## src/rtl/loop_scan_ctrl.sv

```systemverilog
// Purpose: walks a 2-D (row outer, column inner) index space, one element per cycle.
// Latency: first element 1 cycle after an accepted start; done 1 cycle after the last element is consumed.
// Backpressure: stall holds the current element; nothing advances until stall is low.
// Optional abort input enabled by defining LOOP_SCAN_ABORT_EN.
module loop_scan_ctrl #(
    parameter int ROW_W = 4,
    parameter int COL_W = 4
) (
    input  logic             clk,
    input  logic             rst,
    input  logic             start,
    input  logic [ROW_W-1:0] row_max,
    input  logic [COL_W-1:0] col_max,
    input  logic             stall,
`ifdef LOOP_SCAN_ABORT_EN
    input  logic             abort,
`endif
    output logic [ROW_W-1:0] r,
    output logic [COL_W-1:0] c,
    output logic             valid,
    output logic             last,
    output logic             busy,
    output logic             done
);

    typedef enum logic [1:0] {
        IDLE = 2'd0,
        RUN  = 2'd1,
        DONE = 2'd2
    } state_t;

    state_t           state_q, state_d;
    logic [ROW_W-1:0] r_q, r_d;
    logic [COL_W-1:0] c_q, c_d;
    logic [ROW_W-1:0] row_max_q, row_max_d;
    logic [COL_W-1:0] col_max_q, col_max_d;
    logic             valid_q, valid_d;
    logic             last_q, last_d;
    logic             busy_q, busy_d;
    logic             done_q, done_d;

    logic [ROW_W-1:0] r_inc;
    logic [COL_W-1:0] c_inc;
    logic             abort_req;

    // Incremented indices; only used after the limit compare, so they never wrap mid-scan.
    always_comb begin
        r_inc = r_q + ROW_W'(1);
        c_inc = c_q + COL_W'(1);
    end

    // Abort request is tied low when the feature is not built in.
`ifdef LOOP_SCAN_ABORT_EN
    always_comb abort_req = abort;
`else
    always_comb abort_req = 1'b0;
`endif

    // Next-state and next-output logic; last is precomputed so it is registered with its element.
    always_comb begin
        state_d   = state_q;
        r_d       = r_q;
        c_d       = c_q;
        row_max_d = row_max_q;
        col_max_d = col_max_q;
        valid_d   = valid_q;
        last_d    = last_q;
        busy_d    = busy_q;
        done_d    = 1'b0;

        case (state_q)
            IDLE: begin
                if (start) begin
                    state_d   = RUN;
                    row_max_d = row_max;
                    col_max_d = col_max;
                    r_d       = '0;
                    c_d       = '0;
                    valid_d   = 1'b1;
                    busy_d    = 1'b1;
                    last_d    = (row_max == '0) && (col_max == '0);
                end
            end
            RUN: begin
                if (abort_req) begin
                    state_d = IDLE;
                    r_d     = '0;
                    c_d     = '0;
                    valid_d = 1'b0;
                    last_d  = 1'b0;
                    busy_d  = 1'b0;
                end else if (!stall) begin
                    if (c_q != col_max_q) begin
                        c_d    = c_inc;
                        last_d = (r_q == row_max_q) && (c_inc == col_max_q);
                    end else if (r_q != row_max_q) begin
                        c_d    = '0;
                        r_d    = r_inc;
                        last_d = (r_inc == row_max_q) && (col_max_q == '0);
                    end else begin
                        // Final element consumed: indices hold their last values.
                        state_d = DONE;
                        valid_d = 1'b0;
                        last_d  = 1'b0;
                        busy_d  = 1'b0;
                        done_d  = 1'b1;
                    end
                end
            end
            DONE: begin
                state_d = IDLE;
            end
            default: begin
                state_d = IDLE;
                valid_d = 1'b0;
                last_d  = 1'b0;
                busy_d  = 1'b0;
            end
        endcase
    end

    // State and output registers with synchronous reset.
    always_ff @(posedge clk) begin
        if (rst) begin
            state_q   <= IDLE;
            r_q       <= '0;
            c_q       <= '0;
            row_max_q <= '0;
            col_max_q <= '0;
            valid_q   <= 1'b0;
            last_q    <= 1'b0;
            busy_q    <= 1'b0;
            done_q    <= 1'b0;
        end else begin
            state_q   <= state_d;
            r_q       <= r_d;
            c_q       <= c_d;
            row_max_q <= row_max_d;
            col_max_q <= col_max_d;
            valid_q   <= valid_d;
            last_q    <= last_d;
            busy_q    <= busy_d;
            done_q    <= done_d;
        end
    end

    assign r     = r_q;
    assign c     = c_q;
    assign valid = valid_q;
    assign last  = last_q;
    assign busy  = busy_q;
    assign done  = done_q;

endmodule

```

## config.mk

```make
export PLATFORM = sky130hd
export DESIGN_NAME = loop_scan_ctrl
export DESIGN_NICKNAME = d
export VERILOG_FILES = /design/src/rtl/loop_scan_ctrl.sv
export SDC_FILE = /design/constraint.sdc
export NUM_CORES = 1
export LEC_CHECK = 0
export ABC_AREA = 1
export BUFFER_PORTS_ARGS = -buffer_cell sky130_fd_sc_hd__buf_2
export CAP_MARGIN = 20
export CORE_MARGIN = 2
export CORE_UTILIZATION = 57
export CTS_BUF_LIST = sky130_fd_sc_hd__clkbuf_2 sky130_fd_sc_hd__clkbuf_4 sky130_fd_sc_hd__clkbuf_8
export CTS_CLUSTER_SIZE = 25
export DETAILED_ROUTE_END_ITERATION = 8
export PLACE_DENSITY = 0.81
export RECOVER_POWER = 100
export REMOVE_ABC_BUFFERS = 1
export SLEW_MARGIN = 20
export SYNTH_ARGS = -nofsm -noshare
export SYNTH_HDL_FRONTEND = slang
export SYNTH_SLANG_ARGS = --single-unit
```

## constraint.sdc

```tcl
create_clock -name clk -period 1.8 [get_ports clk]
set_clock_uncertainty 0.1 [all_clocks]
set_input_delay 0.18 -clock clk [delete_from_list [all_inputs] [get_ports clk]]
set_output_delay 0.18 -clock clk [all_outputs]
set_load 0.01 [all_outputs]
```

==> out/qor.txt <==
Clock latency on the worst-skew pair: 0.29 ns
Seq pwr share: 44.3%
Initial Utilization: 60.3%
Pre-CTS setup slack: 0.227 ns
Setup crit start kind: register
Antenna violations before repair: 0
Clock Path Buffers: 2
Number of post-CTS setup repair buffers: 0
WL final: 2.97 mm
Detailed-route DRC error count: 0
Critical-path top delay cell: dfxtp_1
Post-Synthesis Cells: 220
Total Die Area: 2770 sq um
CTS tree: yes
Most frequent cell after synthesis: nand2_1
Synthesis-to-finish area growth: 11.0%
Die Wd: 52.6 microns
Dominant register cell in the synthesized netlist: dfxtp_1
Number of failing hold endpoints at the final stage: 0
Total negative slack: 0 ns
Worst relative slew slack: 77.2%
Detailed placer's ending HPWL: 2.44 mm
Psw: 0.484 mW
TritonCTS Sinks: 21
Port Buf Inserts: 23
WP data required: 1.90 ns
Type of destination of the critical path: register
Vias in the first global route: 1256
Most used cell, CP: nand2_1
Antenna diodes: 0
Total grt overflow: 0
Die H: 52.6 microns
P_leak: 0.716 nW
Peak supply drop: 0.607 mV
Reg clk slew, reported paths: 0.11 ns
Iteration-0 DRC Markers: 32
Final GP Congestion: 0.826
Final layout net count: 259
Kind of critical path: reg2reg
Post-route insts no fill: 272
Clock share of power: 18.5%
Largest net degree at the start of global routing: 14
Row count: 17
DRT antenna net count: 0
Comb pwr share: 37.2%
First-pass GRT wire length: 5.10 mm
EDFF count, synth: 0
Yosys cell types: 24
RSZ-0062 raised after global routing: false
Placed cell count: 268
Share of the yosys chip area belonging to registers: 31.2%
Power Dens Cells: 847 nW/um^2
Final period utilization: 90.5%
Crit-path cells: inv_2 > nand2_1 > nand2_2 > nor2_2 > nand2_1 > o21bai_4 > nand2_4 > nand2_1 > nor2_1
Total track usage: 24.6%
FMAX: 614 MHz
Total core area: 2230 sq um
Via density: 4.96
Max stage delay on crit path: 0.48 ns
Int Pwr: 0.783 mW
Hold-fix buffers, CTS: 0
Yosys reg bits: 21
Final Critical Period: 1.63 ns
Setup WS post-layout: 0.171 ns
H-tree levels: 1
Ys async rst share: 0%
Post-CTS Resized: 0
Share of cells above drive strength 1: 14.3%
Area contributors post-synth: dfxtp_1, nand2_1, nor2_1
Switching Fraction: 38.2%
Top post-synthesis cells by count: nand2_1, nor2_1, dfxtp_1
Total I/O pin count: 24
Worst hold slack: 0.0123 ns
Share of the synthesized area in the top cell type: 31.2%
Max-Cap Viols: 0
Outcome: completed
Worst Tran Pin Value: 0.341 ns
Fin. max-slew vios: 0
Routed len/inst: 10.9 microns
Syn_area_per_cell: 6.13 sq um
DR vias: 1350
Synthesized area: 1350 sq um
CTS Buf Count: 3
Area leader, netlist: dfxtp_1
Final setup violation count: 0
Largest fanout on the critical path: 7
Ys Warns: 0
Initial DRT Pass Iterations: 5
Worst Path Arrival: 1.73 ns
Root Buffer: clkbuf_4
Worst hold-check path type: in2reg
Power Total: 1.27 mW
==> per-layer routing <==
layer  routed length (microns)  track usage (%)  vias to the layer above
met1                      1390             31.2                      586
met3                        89             2.57                        4
met4                        39             8.97                        0
met2                      1460             42.5                       23
met5                         0                0                        -
li1                          -                -                      737
==> stage by stage <==
stage	util, %	instance area (sq um)
finish	66.9	1500
global placement	66.5	1490
detailed placement	66.5	1490
global route	66.9	1500
CTS	67.8	1520
floorplan	-	1330
==> critical path, delay by kind of cell (launching register included) <==
kind,cells,cell delay [ns]
AOI/OAI and AO/OA,1,0.24
buffers and inverters,1,0.08
and+or+nand+nor,7,0.64
DFF,1,0.48
==> path summary, 6_finish.rpt <==
path                                   start            to  slack [ns]  cells past startpoint
worst max register to register          c[0]          c[1]        0.17                      9
worst max-delay path                    c[0]          c[1]        0.17                      9
worst min-delay path                   stall          done        0.01                      2
worst min register to register  row_max_q[3]  row_max_q[3]        0.38                      2
==> power by group through the flow <==
stage / sequential [mW] / clock (mW) / combinational [mW]
after CTS: 0.561 / 0.242 / 0.484
after global routing: 0.571 / 0.265 / 0.538
after detailed placement: 0.572 / 0 / 0.481
after global placement: 0.571 / 0 / 0.475
after floorplan: 0.578 / 0 / 0.347
final: 0.561 / 0.234 / 0.471
==> cell families (layout without fill, tap and decap cells) <==
kind of cell	count (synthesis)	in the layout	synth area share, %
AOI/OAI and AO/OA	26	26	11.3
buffers and inverters	26	50	7.61
xor gates and xnor gates	4	4	2.60
adders and majority gates	2	2	1.86
and+or+nand+nor	141	141	45.4
DFF	21	21	31.2
==> flip-flops by register name, indices dropped and copies added (netlist names) <==
register,cells
state_q,2
last,1
done,1
r,4
busy,1
c,4
row_max_q,4
col_max_q,4
==> placed cells by master, fill, tap and decap left out <==
cell	count
xnor2_1	1
xor2_1	3
buf_4	1
ha_1	2
nand3b_1	1
o21ai_2	1
nor2_1	29
nor3_1	4
nand3_2	1
nor2_2	3
nand2_1	80
inv_1	18
buf_2	11
a21oi_1	12
inv_2	4
nand2_2	6
o21bai_4	1
nand3_1	14
clkbuf_4	4
o21a_1	2
dfxtp_1	21
o21ai_0	10
clkbuf_1	12
nand2_4	1
nor2_4	2
==> cell type report <==
| class | instances | area (sq um) |
|---|---|---|
| repair buffers | 24 | 108 |
| inverters | 22 | 82.6 |
| flip-flops and latches | 21 | 420 |
| well taps | 28 | 35.0 |
| fillers | 225 | 738 |
| multi-input cells | 173 | 820 |
| clock buffers | 4 | 30.0 |
No activity file was read; power rests on OpenSTA's default activity.
